<file path="src/rtl/mem_pkg.sv">
// Shared memory-subsystem constants: address/block widths and the default port-index type.
// port_idx_t is sized for the default port count; parameterised blocks derive their own index width from N.
package mem_pkg;
    localparam int ADDR_W     = 16;
    localparam int BLOCK_BITS = 32;
    localparam int NUM_PORTS  = 4;

    typedef logic [$clog2(NUM_PORTS)-1:0] port_idx_t;
endpackage

</file>
<file path="src/rtl/rr_arb.sv">
// Work-conserving round-robin arbiter: search from the pointer upward with wrap, grant the first requester.
// Latency: grant is combinational in the request cycle. Backpressure: caller masks req; pointer moves only on advance with a grant.
// Pointer becomes (granted+1) mod N after an advancing grant, otherwise holds.
module rr_arb #(
    parameter int N = 4
) (
    input  logic                 clk,
    input  logic                 rst,
    input  logic [N-1:0]         req,
    input  logic                 advance,
    output logic [N-1:0]         gnt,
    output logic [$clog2(N)-1:0] idx
);
    localparam int IDX_W = $clog2(N);

    logic [IDX_W-1:0] ptr_q, ptr_d;
    logic             found;
    int               j;

    always_comb begin
        gnt   = '0;
        idx   = '0;
        found = 1'b0;
        j     = 0;
        for (int i = 0; i < N; i++) begin
            j = int'(ptr_q) + i;
            if (j >= N) j = j - N;
            if (!found && req[j]) begin
                found  = 1'b1;
                gnt[j] = 1'b1;
                idx    = IDX_W'(j);
            end
        end
    end

    always_comb begin
        ptr_d = ptr_q;
        if (advance && found)
            ptr_d = (idx == IDX_W'(N - 1)) ? '0 : idx + 1'b1;
    end

    always_ff @(posedge clk) begin
        if (rst) ptr_q <= '0;
        else     ptr_q <= ptr_d;
    end
endmodule

</file>
<file path="src/rtl/mem_port_arbiter.sv">
// N-port memory arbiter: independent round-robin write and read paths, in-order read-tag FIFO routes responses.
// Latency: zero-cycle grants; responses routed combinationally on mem_rvalid_i. Backpressure: reads stall while tag FIFO full
// (unless a response frees a slot the same cycle). Grant counters exist only when MEM_ARB_STATS_EN is defined.
module mem_port_arbiter
    import mem_pkg::*;
#(
    parameter int N         = 4,
    parameter int TAG_DEPTH = 4,
    parameter int CNT_W     = 16
) (
    input  logic                    clk,
    input  logic                    rst,
    input  logic [N-1:0]            wr_req_i,
    input  logic [N*ADDR_W-1:0]     wr_addr_i,
    input  logic [N*BLOCK_BITS-1:0] wr_data_i,
    output logic [N-1:0]            wr_gnt_o,
    input  logic [N-1:0]            rd_req_i,
    input  logic [N*ADDR_W-1:0]     rd_addr_i,
    output logic [N-1:0]            rd_gnt_o,
    output logic                    mem_we_o,
    output logic [ADDR_W-1:0]       mem_waddr_o,
    output logic [BLOCK_BITS-1:0]   mem_wdata_o,
    output logic                    mem_re_o,
    output logic [ADDR_W-1:0]       mem_raddr_o,
    input  logic                    mem_rvalid_i,
    input  logic [BLOCK_BITS-1:0]   mem_rdata_i,
    output logic [N-1:0]            rd_rvalid_o,
    output logic [BLOCK_BITS-1:0]   rd_rdata_o,
    output logic                    err_o,
    output logic                    tag_full_o,
    output logic [N*CNT_W-1:0]      wr_cnt_o,
    output logic [N*CNT_W-1:0]      rd_cnt_o
);
    localparam int IDX_W = $clog2(N);
    localparam int TP_W  = (TAG_DEPTH > 1) ? $clog2(TAG_DEPTH) : 1;
    localparam int CT_W  = $clog2(TAG_DEPTH + 1);

    logic [N-1:0]     wr_req_ok, rd_req_ok;
    logic [N-1:0]     wr_gnt, rd_gnt;
    logic [IDX_W-1:0] wr_idx, rd_idx;

    logic [IDX_W-1:0] tag_q [TAG_DEPTH];
    logic [IDX_W-1:0] tag_d [TAG_DEPTH];
    logic [TP_W-1:0]  head_q, head_d, tail_q, tail_d;
    logic [CT_W-1:0]  cnt_q, cnt_d;
    logic             err_q, err_d;
    logic             empty, full, push, pop, rd_allow;

    assign empty     = (cnt_q == '0);
    assign full      = (cnt_q == CT_W'(TAG_DEPTH));
    assign pop       = mem_rvalid_i && !empty && !rst;
    assign rd_allow  = !full || pop;
    assign wr_req_ok = wr_req_i & {N{!rst}};
    assign rd_req_ok = rd_req_i & {N{rd_allow && !rst}};
    assign push      = |rd_gnt;

    rr_arb #(.N(N)) u_wr_arb (
        .clk     (clk),
        .rst     (rst),
        .req     (wr_req_ok),
        .advance (!rst),
        .gnt     (wr_gnt),
        .idx     (wr_idx)
    );

    rr_arb #(.N(N)) u_rd_arb (
        .clk     (clk),
        .rst     (rst),
        .req     (rd_req_ok),
        .advance (!rst),
        .gnt     (rd_gnt),
        .idx     (rd_idx)
    );

    assign wr_gnt_o    = wr_gnt;
    assign rd_gnt_o    = rd_gnt;
    assign mem_we_o    = (|wr_req_i) && !rst;
    assign mem_waddr_o = wr_addr_i[wr_idx*ADDR_W +: ADDR_W];
    assign mem_wdata_o = wr_data_i[wr_idx*BLOCK_BITS +: BLOCK_BITS];
    assign mem_re_o    = push;
    assign mem_raddr_o = rd_addr_i[rd_idx*ADDR_W +: ADDR_W];
    assign rd_rdata_o  = mem_rdata_i;
    assign err_o       = err_q && !rst;
    assign tag_full_o  = full && !rst;

    always_comb begin
        rd_rvalid_o = '0;
        if (pop) rd_rvalid_o[tag_q[head_q]] = 1'b1;
    end

    always_comb begin
        tag_d  = tag_q;
        head_d = head_q;
        tail_d = tail_q;
        cnt_d  = cnt_q;
        err_d  = err_q | (mem_rvalid_i && empty);
        if (push) begin
            tag_d[tail_q] = rd_idx;
            tail_d = (tail_q == TP_W'(TAG_DEPTH - 1)) ? '0 : tail_q + 1'b1;
        end
        if (pop)
            head_d = (head_q == TP_W'(TAG_DEPTH - 1)) ? '0 : head_q + 1'b1;
        case ({push, pop})
            2'b10:   cnt_d = cnt_q + 1'b1;
            2'b01:   cnt_d = cnt_q - 1'b1;
            default: cnt_d = cnt_q;
        endcase
    end

    // Tag payloads need no reset: occupancy alone decides what is valid.
    always_ff @(posedge clk) begin
        if (rst) begin
            head_q <= '0;
            tail_q <= '0;
            cnt_q  <= '0;
            err_q  <= 1'b0;
        end else begin
            tag_q  <= tag_d;
            head_q <= head_d;
            tail_q <= tail_d;
            cnt_q  <= cnt_d;
            err_q  <= err_d;
        end
    end

`ifdef MEM_ARB_STATS_EN
    logic [N-1:0][CNT_W-1:0] wr_cnt_q, wr_cnt_d, rd_cnt_q, rd_cnt_d;

    always_comb begin
        for (int p = 0; p < N; p++) begin
            wr_cnt_d[p] = wr_cnt_q[p] + CNT_W'(wr_gnt[p]);
            rd_cnt_d[p] = rd_cnt_q[p] + CNT_W'(rd_gnt[p]);
        end
    end

    always_ff @(posedge clk) begin
        if (rst) begin
            wr_cnt_q <= '0;
            rd_cnt_q <= '0;
        end else begin
            wr_cnt_q <= wr_cnt_d;
            rd_cnt_q <= rd_cnt_d;
        end
    end

    assign wr_cnt_o = wr_cnt_q;
    assign rd_cnt_o = rd_cnt_q;
`else
    assign wr_cnt_o = '0;
    assign rd_cnt_o = '0;
`endif
endmodule

</file>
<file path="config.mk">
export PLATFORM = sky130hd
export DESIGN_NAME = mem_port_arbiter
export DESIGN_NICKNAME = d
export VERILOG_FILES = /design/src/rtl/mem_pkg.sv /design/src/rtl/rr_arb.sv /design/src/rtl/mem_port_arbiter.sv
export SDC_FILE = /design/constraint.sdc
export NUM_CORES = 1
export LEC_CHECK = 0
export CORE_AREA = 3 3 209 211
export DETAILED_ROUTE_END_ITERATION = 7
export DIE_AREA = 0 0 212 214
export HOLD_SLACK_MARGIN = 0.15
export PLACE_DENSITY = 0.45
export REMOVE_ABC_BUFFERS = 1
export SYNTH_ARGS = -nofsm -noshare
export SYNTH_HDL_FRONTEND = slang
export SYNTH_SLANG_ARGS = --single-unit
</file>
<file path="constraint.sdc">
create_clock -name clk -period 3.65 [get_ports clk]
set_input_delay 0.5475 -clock clk [delete_from_list [all_inputs] [get_ports clk]]
set_output_delay 0.5475 -clock clk [all_outputs]
set_load 0.02 [all_outputs]
</file>
# Yosys cells after proc, flatten, opt, wreduce, memory -nomap -nowiden
# Index checks and enable logic that the tools add are counted.
# op_classes
addsub	20
order_cmp	29
n_eq_ne	7
n_shift	3
mux	86
n_bitwise	12
reduce_logical	40
# ops
operator	count
>= comparator 32 x 1 -> 1 bit, second input constant	8
less-than comparator 32 x 4 -> 1 bit, second input constant	8
2-to-1 mux 32 bit	8
>= comparator 32 x 4 -> 1 bit, second input constant	6
subtractor 32 x 4 -> 32 bit, second input constant	6
variable part select 128 x 8 -> 32 bit	1
variable part select 64 x 7 -> 16 bit	2
2-to-1 mux 4 bit	9
2-to-1 mux 1 bit	33
2-to-1 mux 2 bit	15
logical AND 1 bit	25
bitwise OR 4 bit	6
demux 1 bit (select 2 bit)	9
binary-select mux 1 bit (select 2 bit)	8
adder 2 x 2 -> 3 bit, second input constant	4
equality test 2 bit, second input constant	5
zero test 1 bit	9
adder 2 x 1 -> 2 bit, second input constant	4
AND 4 bit	2
bitwise mux 8 bit	1
OR reduction 4 bit	2
subtractor 2 x 3 -> 4 bit, second input constant	2
adder 2 x 1 -> 3 bit, second input constant	2
>= comparator 2 x 3 -> 1 bit, second input constant	2
18 further kinds	20
# word_totals
register_bits	20
output_inout_bits	240

# Depth between registers and ports, before layout
# Gate-level depths: netlist of the first run.
# logic_depth
word_depth	23
ltp_mapped	14

# Cells and area by module
# A second synthesis of the first run with hierarchy kept.
# hier_totals
cells_unflattened	461
area_unflattened_um2	4878.4
# modules_own_cells
mod	instances	cells_each	area_each_um2
mem_port_arbiter	1	327	3651.0
rr_arb (u_wr_arb)	1	67	616.8
rr_arb (u_rd_arb)	1	67	610.6

# Worst setup path before layout of the first run
# Ideal clock, no wire load.
# synth_timing
kind	reg-to-output
startpoint	reg u_rd_arb.ptr_q[1]
endpoint	out mem_raddr_o[0]
arrival_time_ps	3179
required_ps	3102
setup_slack_ps	-77
stages_incl_launch_ff	12
path_cell_list	dfxtp_1 -> clkbuf_1 -> inv_1 -> ha_1 -> buf_2 -> or3b_2 -> a2111o_1 -> nand2_1 -> o211ai_1 -> buf_2 -> buf_2 -> mux2i_1
# synth_via
elab_chain_len	16
elab_cells_between_ends	41
cone_classes	7 x add/sub; 4 x order compare; 1 x shift; 23 x mux; 6 x reduce/logical
# synth_lines
item	line	source
start: declaration	rr_arb.sv:16	logic [IDX_W-1:0] ptr_q, ptr_d;
start signal: assignment	rr_arb.sv:44	else ptr_q <= ptr_d;
branches (longest 14 deep; another with subtractor 32 x 4 -> 32 bit)	-	
2-to-1 mux 2 bit (*)	rr_arb.sv:28	if (!found && req[j]) begin
variable part select 64 x 7 -> 16 bit (*)	mem_port_arbiter.sv:81	assign mem_raddr_o = rd_addr_i[rd_idx*ADDR_W +: ADDR_W];
end: declaration	mem_port_arbiter.sv:24	output logic [ADDR_W-1:0] mem_raddr_o,
# Every way passes the cells marked *. The select of a mux whose other input is x is not followed.

# Worst setup path in the final report of the first run
# layout_timing
startpoint	in rst
endpoint	out mem_wdata_o[29]
# layout_via
elab_chain_len	16
elab_cells_between_ends	28
cone_classes	1 x shift; 19 x mux; 1 x bitwise; 7 x reduce/logical
# layout_lines
item	line	source
start: declaration	mem_port_arbiter.sv:12	input logic rst,
zero test 1 bit (*)	mem_port_arbiter.sv:53	assign wr_req_ok = wr_req_i & {N{!rst}};
AND 4 bit (*)	mem_port_arbiter.sv:53	
binary-select mux 1 bit (select 2 bit)	rr_arb.sv:28	
2-to-1 mux 1 bit (not written as such) (2 in series)	rr_arb.sv:28	
2-to-1 mux 1 bit	rr_arb.sv:28	
zero test 1 bit	rr_arb.sv:28	
logical AND 1 bit	rr_arb.sv:28	
2-to-1 mux 1 bit	rr_arb.sv:28	
zero test 1 bit	rr_arb.sv:28	
logical AND 1 bit	rr_arb.sv:28	
2-to-1 mux 1 bit	rr_arb.sv:28	
zero test 1 bit	rr_arb.sv:28	
logical AND 1 bit	rr_arb.sv:28	
2-to-1 mux 2 bit (*)	rr_arb.sv:28	
variable part select 128 x 8 -> 32 bit (*)	mem_port_arbiter.sv:79	assign mem_wdata_o = wr_data_i[wr_idx*BLOCK_BITS +: BLOCK_BITS];
end: declaration	mem_port_arbiter.sv:22	output logic [BLOCK_BITS-1:0] mem_wdata_o,
# Every way passes the cells marked *; elsewhere a longest branch is shown, timed or not. The select of a mux whose other input is x is not followed.

==> impl_metrics.json, run 1 <==
{
  "grt_usage": 0.09895,
  "area.growth.synth_to_final_pct": 79.56,
  "slew_viol_final": 0,
  "cts-htree-levels": 1,
  "critPathMaxStageDelay_ns": 0.45,
  "wire_per_inst_um": 16.14,
  "hp-class": "reg2reg",
  "dr.pass1.iters": 6,
  "ioPinCount": 539,
  "dieHeight_um": 214,
  "drtIter0Drc": 101,
  "viasPerCell": 3.434,
  "synthCells": 607,
  "yosysUniqueCellTypes": 48,
  "cp_slowest_cell": "clkdlybuf4s50_1",
  "die-area_um2": 45370,
  "ir_drop_v": 0.0001593,
  "cts_sinks": 20,
  "cp_top_family": "buffers and inverters",
  "status": "finished, final reports clean",
  "drive_above_1_share": 0.1684,
  "grt_max_degree": 20,
  "cp.arrival_ns": 3.00,
  "synthesis.area_um2": 5229,
  "startpoint_type": "input pin",
  "required_ns": 3.10,
  "max_freq_mhz": 281.6,
  "final_hold_viol_count": 0,
  "ys_ff_latch": 20,
  "synthTopCellsByArea": "mux2i_1, buf_4, ha_1",
  "crit_fanout": 16,
  "cts_tree": "built",
  "clk_path_buf_depth": 2,
  "crit_chain": "clkdlybuf4s50_1 -> buf_12 -> or2_2 -> o22ai_1 -> nor2b_2 -> o32ai_4 -> buf_12 -> buf_12 -> mux2i_1 -> dlygate4sd2_1",
  "dp_slack_ns": -0.3169,
  "antenna_found_initial": 5,
  "fin_util": 0.2238,
  "start_util": 0.1247,
  "drc": 0,
  "p_per_area_nw_per_um2": 444.6,
  "ys_warn_count": 0,
  "place_congestion": 0.7718,
  "synth_area_per_cell_um2": 8.614,
  "die_w_um": 212,
  "period_share": 0.9730,
  "grt_pass1_wl_um": 34040,
  "vias": 5241,
  "postPlaceCellArea_um2": 9245,
  "clk_latency_ns": 0.26,
  "path_clk_slew_ns": 0.06,
  "p_leak_uw": 0.004416,
  "max_cap_viol_count": 0,
  "synth_top_area_frac": 0.3924,
  "rows": 75,
  "max-slew-margin-rel": 0.6307,
  "whs_ns": 0.4744,
  "hpwl_um": 21730,
  "crit_type": "in2out",
  "grt_pass1_vias": 5479,
  "setup_viol": 0,
  "critPathBufInv": 5,
  "netlist.top_cell.by_area": "mux2i_1",
  "fin_worst_skew_ns": 0.002868,
  "path_common_cell": "buf_12",
  "cts-buffers-inserted": 3,
  "stdcell_area_um2": 9389,
  "ctsRootBufferMaster": "clkbuf_16",
  "synth-seq-area-share": 0.09189,
  "n_fill_cell": 4636,
  "worst_pin_slew_ns": 0.5490,
  "coreArea_um2": 41950,
  "port_buffers": 346,
  "num-nets-final": 1310,
  "grt_remaining_overflow": 0,
  "setup.worst_path.end_class": "primary output",
  "synth-edff-count": 8,
  "power_uw": 4174,
  "fin_crit_ns": 3.552,
  "postRouteAntennaNets": 0,
  "synthFlopType": "dfxtp_1",
  "async_flop_share": 0,
  "setup_ws_ns": 0.09844,
  "finalWirelength_um": 24620
}
==> what timing repair did <==
action | CTS | global route
hold buffers | 0 | 0
setup buffers | 2 | 9
gates resized for setup | 108 | 87
cloned | 1 | 2
endpoints found under the hold margin | 0 | 0
pin swaps | 1 | 4
endpoints found under the setup margin | 67 | 56
==> metrics by stage <==
stage | cells | TNS [ns]
global route | 1526 | -0.0003026
floorplan | 541 | -488.85
global placement | 1508 | -13.29
finish | 1526 | 0
detailed placement | 1508 | -13.55
CTS | 1515 | -0.009052
==> worst paths after layout <==
kind	from	end	slack (ns)	cells after the start
max	rst	mem_wdata_o[29]	0.1	10
min	err_q$_SDFF_PP0_	err_q$_SDFF_PP0_	0.47	2
max reg2reg	u_rd_arb.ptr_q[0]$_SDFFE_PP0P_	cnt_q[2]$_SDFFE_PP0P_	0.35	13
min reg2reg	err_q$_SDFF_PP0_	err_q$_SDFF_PP0_	0.47	2
==> registers in the layout (all words and copies together), names as in the netlist, named ones only <==
| signal | cells |
|---|---|
| cnt_q | 3 |
| err_q | 1 |
| head_q | 2 |
| tag_q | 8 |
| tail_q | 2 |
| u_rd_arb.ptr_q | 2 |
| u_wr_arb.ptr_q | 1 |
==> layer usage <==
metal | track usage | vias to the layer above | share of wire
met5 | 0.02586 | - | 0.0070
met4 | 0.01384 | 6 | 0.0091
met3 | 0.05639 | 13 | 0.13
met2 | 0.1716 | 252 | 0.49
met1 | 0.1049 | 2360 | 0.36
li1 | - | 2610 | -
==> cell usage after synthesis, types with 3 or more instances <==
master and count:
mux2i_1 205, buf_4 162, nor2_1 27, ha_1 23, nand2_1 20, a21oi_1 14
buf_2 13, clkbuf_1 13, inv_1 13, dfxtp_1 12, o21ai_0 12, edfxtp_1 8
nor2b_1 8, a22oi_1 5, mux4_2 5, a222oi_1 4, and2_1 4, nor3_1 4
or3_1 4, buf_6 3, nand2b_1 3, nand3_1 3, nand3b_1 3, nor3b_1 3
or2_2 3, xor2_1 3
==> cells by family after synthesis <==
group                      count (synthesis)  synth area share
muxes                                    212            0.4183
DFF                                       20           0.09189
and+or+nand+nor                           88           0.08423
buffers and inverters                    206            0.2716
xor gates and xnor gates                   3          0.005026
adders and majority gates                 24           0.05887
AOI/OAI and AO/OA                         53           0.06940
other                                      1         0.0007172
==> report_power, final <==
| group | total, uW | switching, uW | internal [uW] |
|---|---|---|---|
| sequential | 335 | 39.0 | 296 |
| combinational | 3530 | 1800 | 1730 |
| clock | 312 | 93.9 | 218 |
| total | 4170 | 1930 | 2250 |
==> worst register-to-register path, delay by kind of cell, from the launching register on <==
kind                       cells  cell delay [ns]
adders and majority gates      3             0.96
AOI/OAI and AO/OA              3             0.53
and+or+nand+nor                2             0.44
DFF                            1             0.34
xor gates and xnor gates       1             0.16
buffers and inverters          3             0.25
muxes                          1             0.54
==> placed cells by master (no fill, tap or decap), drive strengths merged, types with 3 or more instances in the layout <==
cell type,synthesis,routed
a21oi,15,15
a222oi,4,4
a22oi,5,5
and2,4,4
buf,180,109
clkbuf,13,29
clkdlybuf4s15,0,15
clkdlybuf4s50,0,269
conb,1,128
dfxtp,12,12
dlygate4sd2,0,16
dlymetal6s2s,0,6
edfxtp,8,8
ha,23,23
inv,13,13
mux2i,205,205
mux4,5,5
nand2,20,20
nand2b,3,3
nand3,3,3
nand3b,3,3
nor2,27,27
nor2b,8,8
nor3,4,4
nor3b,3,3
o21ai,13,13
or2,3,3
or3,4,4
xor2,3,3
==> area by class of cell <==
cell class | instances | area, um2 | share of cell area
well taps | 539 | 674.4 | 0.07183
multi-input cells | 508 | 3885 | 0.4138
diodes | 1 | 2.502 | 0.0002665
clock buffers | 3 | 75.07 | 0.007996
flip-flops and latches | 20 | 481.7 | 0.05131
inverters | 13 | 48.80 | 0.005197
clock inverters | 1 | 30.03 | 0.003198
repair buffers | 441 | 4192 | 0.4464
Note: power is estimated with default switching activity, not from simulation.
==> inputs of run 2 (changes only) <==
- MAX_ROUTING_LAYER: not set -> met4
==> impl_metrics.json, run 2 (synthesis results as in run 1) <==
{
  "max_cap_viol_count": 0,
  "layout.cells.most_common": "clkdlybuf4s50_1",
  "grt_pass1_wl_um": 33910,
  "crit_chain": "clkdlybuf4s50_1 -> buf_12 -> or2_2 -> buf_4 -> o32ai_4 -> buf_4 -> clkbuf_16 -> buf_4 -> mux2i_1 -> mux2i_1 -> dlygate4sd2_1",
  "p_per_area_nw_per_um2": 444.6,
  "slew_viol_final": 0,
  "die_w_um": 212,
  "whs_ns": 0.4782,
  "start_util": 0.1247,
  "cts_tree": "built",
  "final_cell_mix": "clkdlybuf4s50_1, mux2i_1, conb_1",
  "hpwl_um": 21730,
  "ir_drop_v": 0.0001591,
  "reg.largest.list": "tag_q (8), cnt_q (3)",
  "period_share": 0.9773,
  "drc": 0,
  "setup_viol": 0,
  "dr.pass1.iters": 6,
  "die-area_um2": 45370,
  "cts-buffers-inserted": 3,
  "max_freq_mhz": 280.3,
  "coreArea_um2": 41950,
  "wire_per_inst_um": 16.12,
  "grt_remaining_overflow": 0,
  "ctsRootBufferMaster": "clkbuf_16",
  "clk_latency_ns": 0.26,
  "dieHeight_um": 214,
  "vias": 5239,
  "finalWirelength_um": 24620,
  "regMostFlops": "tag_q",
  "fin_worst_skew_ns": 0.002427,
  "p_leak_uw": 0.004416,
  "startpoint_type": "input pin",
  "grt_usage": 0.1018,
  "n_fill_cell": 4636,
  "hp-class": "reg2reg",
  "critPathMaxStageDelay_ns": 0.45,
  "area.growth.synth_to_final_pct": 79.66,
  "fin_tns_setup_ns": 0,
  "cp.arrival_ns": 3.02,
  "ioPinCount": 539,
  "fin_crit_ns": 3.567,
  "rsz0062_at_grt": "no",
  "cts_sinks": 20,
  "cp_slowest_cell": "clkdlybuf4s50_1",
  "num-nets-final": 1310,
  "place_congestion": 0.7823,
  "viasPerCell": 3.429,
  "path_clk_slew_ns": 0.06,
  "worst_pin_slew_ns": 0.5477,
  "final_hold_viol_count": 0,
  "grt_max_degree": 20,
  "drive_above_1_share": 0.1684,
  "grt_pass1_vias": 5502,
  "required_ns": 3.10,
  "crit_type": "in2out",
  "crit_fanout": 12,
  "drtIter0Drc": 108,
  "antenna_found_initial": 5,
  "path_common_cell": "buf_4",
  "port_buffers": 346,
  "largest_reg_flops": 8,
  "max-slew-margin-rel": 0.6315,
  "cts-htree-levels": 1,
  "postRouteAntennaNets": 0,
  "status": "finished, final reports clean",
  "clk_path_buf_depth": 2,
  "setup.worst_path.end_class": "primary output",
  "rows": 75
}
==> run 2: cell count changes in the layout (fill, tap and decap cells not counted) <==
cell | previous run | this run
diode_2 | 1 | 3
==> run 2: through the flow <==
stage / std cells / utilization / cell area (um2) / worst slack (ns) / total power [uW]
2_1_floorplan: 541 / - / 4334 / -9.823 / 2534
3_3_place_gp: 1508 / 0.2204 / 9245 / -0.3037 / 3986
3_5_place_dp: 1508 / 0.2204 / 9245 / -0.3169 / 3980
4_1_cts: 1515 / 0.2216 / 9295 / -0.009052 / 4149
5_1_grt: 1528 / 0.2240 / 9394 / 0.0002653 / 4487
6_report: 1528 / 0.2240 / 9394 / 0.08295 / 4177
==> run 2: worst paths after layout <==
check	start	end	slack, ns	depth (start not counted)
setup / recovery	rst	mem_waddr_o[13]	0.08	11
hold / removal	err_q$_SDFF_PP0_	err_q$_SDFF_PP0_	0.48	2
setup reg to reg	u_rd_arb.ptr_q[0]$_SDFFE_PP0P_	cnt_q[2]$_SDFFE_PP0P_	0.37	13
hold reg to reg	err_q$_SDFF_PP0_	err_q$_SDFF_PP0_	0.48	2
==> run 2: layout make-up <==
class | count | area, um2 | area share
Antenna cell | 3 | 7.507 | 0.0007991
Multi-Input combinational cell | 508 | 3885 | 0.4136
Tap cell | 539 | 674.4 | 0.07179
Sequential cell | 20 | 481.7 | 0.05128
Clock buffer | 3 | 75.07 | 0.007991
Clock inverter | 1 | 30.03 | 0.003197
Timing Repair Buffer | 441 | 4192 | 0.4462
Inverter | 13 | 48.80 | 0.005194
==> run 2: what timing repair did <==
action                                  in CTS  in global routing
pin swaps                                    1                  4
hold buffers                                 0                  0
gates resized for setup                    108                 87
endpoints found under the setup margin      67                 56
setup buffers                                2                  9
gates cloned                                 1                  2
==> run 2: where the power goes <==
part           internal, uW  total (uW)  switching, uW
registers               296         335           39.0
clock network           218         313           94.7
logic                  1730        3530           1800
total                  2250        4180           1930
==> run 2: critical path, delay by kind of cell <==
family / cells / cell delay (ns)
and+or+nand+nor: 1 / 0.29
buffers and inverters: 7 / 1.55
AOI/OAI and AO/OA: 1 / 0.25
muxes: 2 / 0.39
==> run 2: layer usage <==
metal	routed length, um	vias to the layer above	GRT usage	part of all wire
met5	0	-	-	0
met2	12160	239	0.1713	0.49
met3	2583	7	0.05111	0.10
met4	187	0	0.01384	0.0076
li1	-	2615	-	-
met1	9691	2378	0.1103	0.39
